[src/rtl/instr_queue.sv]
// Circular instruction buffer between fetch and issue. It presents the head entry to issue,
// holds issue after a control-transfer instruction until the branch resolves, and empties on flush.
module instr_queue #(
  parameter int          DEPTH     = 8,
  parameter int          ADDR_W    = 3,
  parameter logic [31:0] NOP_INSTR = 32'h47FF041F
) (
  input  logic              clk,
  input  logic              reset,
  input  logic              fetch_valid,
  input  logic [31:0]       fetch_instr,
  input  logic [31:0]       fetch_pc,
  output logic              fetch_ready,
  input  logic              stall,
  input  logic              flush,
  input  logic              br_resolved,
  output logic [31:0]       instruction,
  output logic [31:0]       inst_pc,
  output logic              inst_valid,
  output logic              br_stall,
  output logic [ADDR_W:0]   count
);

  typedef enum logic {
    RUN     = 1'b0,
    BR_WAIT = 1'b1
  } state_e;

  localparam logic [ADDR_W:0]   FULL_COUNT = (ADDR_W + 1)'(DEPTH);
  localparam logic [ADDR_W:0]   CNT_ONE    = (ADDR_W + 1)'(1);
  localparam logic [ADDR_W-1:0] PTR_ONE    = ADDR_W'(1);

  state_e            state_q, state_d;
  logic [ADDR_W-1:0] head_q, head_d;
  logic [ADDR_W-1:0] tail_q, tail_d;
  logic [ADDR_W:0]   count_q, count_d;
  logic [31:0]       instr_mem_q [DEPTH];
  logic [31:0]       instr_mem_d [DEPTH];
  logic [31:0]       pc_mem_q    [DEPTH];
  logic [31:0]       pc_mem_d    [DEPTH];

  logic        push;
  logic        pop;
  logic        head_is_branch;
  logic [31:0] head_instr;
  logic [31:0] head_pc;

  assign head_instr = instr_mem_q[head_q];
  assign head_pc    = pc_mem_q[head_q];

  assign fetch_ready = (count_q != FULL_COUNT);
  assign inst_valid  = (count_q != '0) && (state_q == RUN);
  assign br_stall    = (state_q == BR_WAIT);
  assign count       = count_q;
  assign instruction = inst_valid ? head_instr : NOP_INSTR;
  assign inst_pc     = inst_valid ? head_pc : 32'h0;

  assign push = fetch_valid & fetch_ready & ~flush;
  assign pop  = inst_valid & ~stall & ~flush;

  // Control-transfer opcodes: beq, bne, br, bsr and the jmp/jsr/ret group
  always_comb begin
    head_is_branch = 1'b0;
    case (head_instr[31:26])
      6'b111001, 6'b111101, 6'b110000, 6'b110100, 6'b011010: head_is_branch = 1'b1;
      default: head_is_branch = 1'b0;
    endcase
  end

  always_comb begin
    head_d      = head_q;
    tail_d      = tail_q;
    count_d     = count_q;
    state_d     = state_q;
    instr_mem_d = instr_mem_q;
    pc_mem_d    = pc_mem_q;

    if (push) begin
      instr_mem_d[tail_q] = fetch_instr;
      pc_mem_d[tail_q]    = fetch_pc;
      tail_d              = tail_q + PTR_ONE;
    end
    if (pop) begin
      head_d = head_q + PTR_ONE;
    end

    case ({push, pop})
      2'b10:   count_d = count_q + CNT_ONE;
      2'b01:   count_d = count_q - CNT_ONE;
      default: count_d = count_q;
    endcase

    case (state_q)
      RUN: begin
        if (pop && head_is_branch) begin
          state_d = BR_WAIT;
        end
      end
      BR_WAIT: begin
        if (br_resolved) begin
          state_d = RUN;
        end
      end
      default: state_d = RUN;
    endcase

    // Flush discards everything, including a same-cycle push, pop or branch wait
    if (flush) begin
      head_d  = '0;
      tail_d  = '0;
      count_d = '0;
      state_d = RUN;
    end
  end

  always_ff @(posedge clk) begin
    if (reset) begin
      head_q  <= '0;
      tail_q  <= '0;
      count_q <= '0;
      state_q <= RUN;
    end else begin
      head_q  <= head_d;
      tail_q  <= tail_d;
      count_q <= count_d;
      state_q <= state_d;
    end
  end

  always_ff @(posedge clk) begin
    instr_mem_q <= instr_mem_d;
    pc_mem_q    <= pc_mem_d;
  end

endmodule
[config.mk]
export PLATFORM = sky130hd
export DESIGN_NAME = instr_queue
export DESIGN_NICKNAME = d
export VERILOG_FILES = /design/src/rtl/instr_queue.sv
export SDC_FILE = /design/constraint.sdc
export NUM_CORES = 1
export LEC_CHECK = 0
export CAP_MARGIN = 15
export CORE_MARGIN = 1.5
export CORE_UTILIZATION = 40
export DETAILED_ROUTE_END_ITERATION = 7
export SKIP_CTS_REPAIR_TIMING = 1
export SYNTH_ARGS = -nofsm -noshare
export SYNTH_HDL_FRONTEND = slang
export SYNTH_SLANG_ARGS = --single-unit
[constraint.sdc]
create_clock -name clk -period 8 [get_ports clk]
set_input_delay 1.2 -clock clk [delete_from_list [all_inputs] [get_ports clk]]
set_output_delay 1.2 -clock clk [all_outputs]
set_load 0.005 [all_outputs]
-- After elaboration in Yosys (flattened, before gate mapping)
Index checks and enable logic that the tools add are counted.
- register bits: 523
- bits of input ports: 70
- output and inout port bits: 71
- logic and storage cells: 68
- add/subtract/negate cells: 4
- magnitude comparators: 3
- equal/unequal tests: 8
- mux-type cells: 17
- bitwise operators: 9
- reductions and logical operators: 7
- operator list (cell ; count):
    256-bit bitwise mux ; 2
    32-bit two-way mux ; 7
    32-bit binary-select mux with 3-bit select ; 2
    32-bit demux with 3-bit select ; 1
    6-bit == test (second input constant) ; 4
    4-bit >= comparator (second input constant) ; 2
    3-bit NOT with 4-bit output ; 2
    4-bit case mux with 2 select lines ; 1
    3-bit by 1-bit adder with 3-bit output (second input constant) ; 2
    6-bit by 5-bit == test with 1-bit output (second input constant) ; 1
    5-bit OR reduction ; 1
    4-bit by 1-bit adder with 4-bit output (second input constant) ; 1
    1-bit AND ; 4
    4-bit by 1-bit < comparator with 1-bit output (second input constant) ; 1
    4-bit != test (second input constant) ; 1
    4-bit nonzero test ; 1
    4-bit by 1-bit subtractor with 4-bit output (second input constant) ; 1
    1-bit logical AND ; 3
    1-bit two-way mux ; 3
    1-bit NOT ; 3
    2-bit by 1-bit == test with 1-bit output (second input constant) ; 1
    2-bit == test (second input constant) ; 1
    1-bit case mux with 2 select lines ; 1
    2-bit nonzero test ; 1
    2-bit OR reduction ; 1

-- Depth between registers and ports, before layout
Gate-level depths: netlist of run 1.
- depth after elaboration: 10
- gate-level depth with buffers: 11
- depth with buffers taken out: 10

-- Worst setup path before layout of run 1
OpenSTA, ideal clock, no wires.
- path kind: input -> register
- from: input fetch_valid
- to: register instr_mem_q[224] (netlist bit) (enable)
- setup time: 0.565 ns
- arrival: 6.107 ns
- required time: 7.435 ns
- setup slack: 1.328 ns
- stages on the path: 4
- buffers on the path: 0
- path through: inv_1 > a211oi_1 > nand2b_1 > nor3_1
- longest elaborated chain between the ends: 2
- RTL lines (item ; RTL line ; RTL):
    start: declaration ; 10 ; input logic fetch_valid,
    1-bit AND (2 in series) ; 58 ; assign push = fetch_valid & fetch_ready & ~flush;
    end signal: assignment ; 131 ; instr_mem_q <= instr_mem_d;
    end: declaration ; 37 ; logic [31:0] instr_mem_q [DEPTH];
Every way passes these cells.
A chain may end at the register's enable or synchronous reset.

-- Final worst setup path of run 1
- from: register head_q[0]
- to: output instruction[28]
- longest elaborated chain between the ends: 5
- RTL lines (item ; RTL line ; RTL):
    start: declaration ; 34 ; logic [ADDR_W-1:0] head_q, head_d;
    start signal: assignment ; 118 ; head_q <= '0;
    start signal: assignment ; 123 ; head_q <= head_d;
    3-bit NOT with 4-bit output (implied by the code) ; 48 ; assign head_instr = instr_mem_q[head_q];
    32-bit binary-select mux with 3-bit select ; 48 ;
    32-bit two-way mux (implied by the code) (2 in series) ; 48 ;
    32-bit two-way mux ; 55 ; assign instruction = inst_valid ? head_instr : NOP_INSTR;
    end: declaration ; 17 ; output logic [31:0] instruction,
Every way passes these cells. The select of a mux whose other input is x is not followed.

==> flow_summary.json, run 1 <==
{
  "worstPathArrival_ns": 3.75,
  "grt_pass1_wl_mm": 62.0,
  "synth-main-ff-cell": "edfxtp_1",
  "power_mw": 5.55,
  "antenna_left": 0,
  "grt_usage_pct": 16.5,
  "p_per_area_nw_per_um2": 232,
  "syn_area_um2": 20100,
  "yosysWarnings": 0,
  "insertion_delay_ns": 0.56,
  "numCtsBuffers": 51,
  "tightest_slew_ns": 1.04,
  "grt_pass1_vias": 9688,
  "synth_edf_count": 512,
  "tns_ns": 0,
  "drc_errors": 0,
  "antenna_cells": 0,
  "avgRoutedWirePerCell_um": 23.5,
  "dieArea_um2": 51500,
  "cp-start-kind": "flop",
  "max_stage_delay_ns": 0.99,
  "antenna_found_initial": 2,
  "end_kind": "primary output",
  "synthMuxAreaShare_pct": 17.9,
  "die_x_um": 227,
  "critPathSlowestCell": "dfxtp_4",
  "synth_top_area_share_pct": 76.6,
  "synth_seq_area_share_pct": 77.7,
  "synth_top_family_by_area": "multiplexers",
  "worstPathMaxFanout": 45,
  "p_leak_nw": 7.14,
  "first_iter_violations": 780,
  "hold_viol_final": 0,
  "die_h_um": 227,
  "timing.fmax_mhz": 202,
  "place_hpwl_mm": 22.1,
  "final_common_cell": "edfxtp_1",
  "skew_ns": 0.00613,
  "hold-path-cell-count": 2,
  "routed_via_density": 5.22,
  "clock_path_buffers": 3,
  "synth_cells": 896,
  "maxSlewViolCount": 0,
  "cts.clk_slew.worst_paths_ns": 0.06,
  "area_growth_pct": 19.3,
  "place_congestion": 0.715,
  "ys_ff_latch": 523,
  "rsz0062_at_grt": "false",
  "async_reset_ff_share_pct": 0,
  "drv_cap": 0,
  "grt.overflow.total": 0,
  "most-common-layout-cells": "edfxtp_1 (512), clkdlybuf4s50_1 (140), mux4_2 (126)",
  "syn-mean-instance-area_um2": 22.4,
  "drt-total-wl_mm": 41.5,
  "synth_top_area_cell": "edfxtp_1",
  "boundaryPins": 141,
  "firstDrtPassIters": 4,
  "fin_crit_sh_pct": 61.9,
  "synth_fa_ha_area_share_pct": 0.312,
  "crit_type": "reg -> out",
  "cp_cell_sequence": "buf_4 -> mux4_2 -> mux2i_1 -> nor2_1 -> clkdlybuf4s50_1",
  "syn-num-nets": 971,
  "synth_simple_gate_area_share_pct": 2.36,
  "synth-xor-area-share_pct": 0.306,
  "cts_tree": "yes",
  "route.vias.total": 9215,
  "hold_ws_ns": 0.539,
  "grt_max_degree": 66,
  "cts_root_buffer": "clkbuf_16",
  "status": "completed",
  "required_ns": 6.80,
  "synth_compound_area_share_pct": 0.337,
  "hold_path_class": "reg -> reg",
  "numPortBuffers": 140,
  "peakVddDrop_uv": 140,
  "h-tree-depth": 2,
  "clock-sinks": 523,
  "post-route-min-period_ns": 4.95,
  "yosysUniqueCellTypes": 34,
  "rows": 81,
  "finalSetupViolations": 0,
  "synth.area.top_cells": "edfxtp_1 (77%), mux4_2 (14%), mux2i_1 (3.2%)",
  "start_util_pct": 40.7,
  "drive_gt1_share_pct": 21.2,
  "max_slew_margin_pct": 31.0,
  "nNetsFinal": 1139,
  "core_um2": 49300,
  "r2r_cells": 5
}
## metrics by stage
step / utilization (%) / area (um^2) / setup WS (ns) / instances
2_1_floorplan: - / 20100 / 1.33 / 896
4_1_cts: 48.6 / 23900 / 2.91 / 1765
3_5_place_dp: 45.3 / 22300 / 3.42 / 1675
6_report: 48.6 / 23900 / 3.05 / 1765
3_3_place_gp: 45.3 / 22300 / 3.43 / 1675
5_1_grt: 48.6 / 23900 / 2.68 / 1765
## flip-flops by register name, summed over array words and instances (netlist names)
signal,count
pc_mem_q,256
instr_mem_q,256
tail_q,3
br_stall,1
count,4
head_q,3
## final timing paths
check                                            start                      end  slack [ns]
worst max-delay path            head_q[0]$_SDFFE_PP0P_          instruction[28]        3.05
worst max register to register   count[1]$_SDFFE_PP0P_  pc_mem_q[174]$_DFFE_PP_        4.65
worst min register to register     br_stall$_SDFF_PP0_      br_stall$_SDFF_PP0_        0.54
worst min-delay path               br_stall$_SDFF_PP0_      br_stall$_SDFF_PP0_        0.54
## kinds of logic after synthesis
group,Yosys count
DFF,523
muxes,196
and+or+nand+nor,106
buffers and inverters,47
AOI/OAI and AO/OA,12
xor gates and xnor gates,7
adders and majority gates,5
## synthesized netlist by cell type (3+ instances only)
| library cell | instances |
|---|---|
| mux4_2 | 126 |
| dfxtp_1 | 11 |
| nand2b_1 | 4 |
| buf_2 | 20 |
| a21oi_1 | 5 |
| ha_1 | 5 |
| mux2_2 | 3 |
| mux2i_1 | 64 |
| clkbuf_1 | 7 |
| nand2_1 | 25 |
| nor3_1 | 3 |
| xor2_1 | 6 |
| nor4bb_1 | 3 |
| nor2_1 | 60 |
| buf_1 | 15 |
| edfxtp_1 | 512 |
## layout make-up
cell class                      instances  area, um^2
Sequential cell                       523       15600
Fill cell                            4049       25300
Multi-Input combinational cell        326        4310
Tap cell                              664         831
Timing Repair Buffer                  159        1540
Clock buffer                           68        1380
Inverter                                3        11.3
Clock inverter                         22         249
## metal layers
| layer | routed length (um) | track usage [%] |
|---|---|---|
| met5 | 31 | 0 |
| met4 | 609 | 3.82 |
| met3 | 2050 | 2.98 |
| met2 | 19900 | 26.3 |
| met1 | 18900 | 24.0 |
## worst max-delay path: cells and delay by family (launching register included)
family | cells | cell delay [ns]
simple gates | 1 | 0.09
flops | 1 | 0.99
mux | 2 | 0.89
buf+inv | 2 | 1.18
## power by group
part / internal, mW / leakage [nW] / switching, mW
logic: 0.0793 / 1.64 / 0.0879
clock network: 1.37 / 0.785 / 0.976
registers: 3.03 / 4.72 / 0.00673
total: 4.48 / 7.14 / 1.07
(Power assumes the default switching activity.)
==> run 2: changes to the inputs <==
==> constraint.sdc (replaced) <==
create_clock -name clk -period 4.7 [get_ports clk]
set_input_delay 0.705 -clock clk [delete_from_list [all_inputs] [get_ports clk]]
set_output_delay 0.705 -clock clk [all_outputs]
set_load 0.005 [all_outputs]
==> run 2 against run 1 <==
Effect of this change: final area up 1.3%; core utilization rose by 0.63 points; global-route usage is 0.29 points lower; first-iteration DRC count is 27% lower; clock skew rose by 0.0085 ns; critical path depth did not move; worst setup slack got worse by 2.2 ns; flip-flop and latch count did not move; total power up 72%; highest routed layer unchanged.
==> flow_summary.json, run 2 (synthesized netlist as in run 1, its figures left out) <==
{
  "required_ns": 3.99,
  "fill_cells": 4010,
  "cts.clk_slew.worst_paths_ns": 0.06,
  "grt_max_degree": 65,
  "worstPathArrival_ns": 3.12,
  "core_um2": 49300,
  "hold_viol_final": 0,
  "place_congestion": 0.686,
  "p_leak_nw": 7.25,
  "numCtsBuffers": 52,
  "rows": 81,
  "max_slew_margin_pct": 43.2,
  "nNetsFinal": 1148,
  "drv_cap": 0,
  "routed_via_density": 5.16,
  "grt_pass1_vias": 9768,
  "final_common_cell": "edfxtp_1",
  "boundaryPins": 141,
  "hold_path_class": "reg -> reg",
  "fin_util_pct": 49.2,
  "cts_tree": "yes",
  "numPortBuffers": 140,
  "path_delay_family": "buffers and inverters",
  "most-common-layout-cells": "edfxtp_1 (512), clkdlybuf4s50_1 (140), mux4_2 (126)",
  "use_met3_pct": 3.19,
  "drt-total-wl_mm": 40.9,
  "area_growth_pct": 20.8,
  "firstDrtPassIters": 7,
  "p_per_area_nw_per_um2": 394,
  "antenna_left": 0,
  "clock-sinks": 523,
  "skew_ns": 0.0147,
  "drive_gt1_share_pct": 22.0,
  "max_stage_delay_ns": 0.69,
  "tightest_slew_ns": 0.852,
  "final-seq-area_um2": 15600,
  "finalSetupViolations": 0,
  "crit_type": "reg -> out",
  "h-tree-depth": 2,
  "grt_util_met1_pct": 22.3,
  "drc_errors": 0,
  "rsz0062_at_grt": "false",
  "antenna_cells": 0,
  "route.vias.total": 9172,
  "peakVddDrop_uv": 286,
  "die_h_um": 227,
  "grt.overflow.total": 0,
  "maxSlewViolCount": 0,
  "die_x_um": 227,
  "multiInputGateArea_um2": 4320,
  "antenna_found_initial": 4,
  "fin_crit_sh_pct": 81.4,
  "status": "completed",
  "use_met2_pct": 26.6,
  "cp-start-kind": "flop",
  "post-route-min-period_ns": 3.83,
  "critPathSlowestCell": "dfxtp_4",
  "tns_ns": 0,
  "insertion_delay_ns": 0.58,
  "clock_path_buffers": 3,
  "path_buf_inv": 2,
  "dieArea_um2": 51500,
  "start_util_pct": 40.7,
  "timing.fmax_mhz": 261,
  "worstPathMaxFanout": 41,
  "grt_pass1_wl_mm": 61.4,
  "cts_root_buffer": "clkbuf_16",
  "avgRoutedWirePerCell_um": 23.0,
  "cp_cell_sequence": "buf_12 -> mux4_2 -> mux2i_1 -> nand2_1 -> clkdlybuf4s50_1",
  "grt_busiest_layer": "met2",
  "grt_usage_pct": 16.2,
  "place_hpwl_mm": 23.6,
  "end_kind": "primary output",
  "first_iter_violations": 567
}
run 2: path summary, 6_finish.rpt:
check / start / end / slack, ns / cells past startpoint
worst max-delay path: head_q[0]$_SDFFE_PP0P_ / instruction[22] / 0.87 / 5
worst min-delay path: br_stall$_SDFF_PP0_ / br_stall$_SDFF_PP0_ / 0.54 / 2
worst max register to register: count[1]$_SDFFE_PP0P_ / instr_mem_q[15]$_DFFE_PP_ / 1.96 / 5
worst min register to register: br_stall$_SDFF_PP0_ / br_stall$_SDFF_PP0_ / 0.54 / 2
run 2: cell type report:
| class | instances | share of cell area [%] |
|---|---|---|
| tap | 664 | 3.43 |
| clock inverter | 34 | 1.34 |
| inverter | 3 | 0.0465 |
| clock buffer | 61 | 5.59 |
| multi-input combinational | 326 | 17.8 |
| sequential | 523 | 64.4 |
| timing repair buffer | 167 | 7.39 |
run 2: routing by layer:
metal	share of wire (%)	up-vias
met5	0.12	-
met3	4.6	57
met2	49	193
met4	1.9	8
met1	45	4833
li1	-	4081
run 2: power by group:
part	switching (mW)	internal, mW
sequential	0.0109	5.16
clock	1.70	2.39
combinational	0.156	0.141
run 2: tightest hold or removal path, stage by stage (launching register included):
cell	delay (ns)
dfxtp_1	0.34
nand3b_1	0.10
o21ai_1	0.05
run 2: metrics by stage:
step,power (mW),setup WS (ns),instances,hold slack [ns],instance area (um^2)
finish,9.56,0.874,1778,0.537,24200
global route,9.84,0.636,1778,0.557,24200
CTS,9.66,0.699,1778,0.538,24200
detailed placement,5.57,1.23,1683,0.526,22600
global placement,5.56,1.20,1683,0.519,22600
floorplan,5.37,0.238,896,0.503,20100
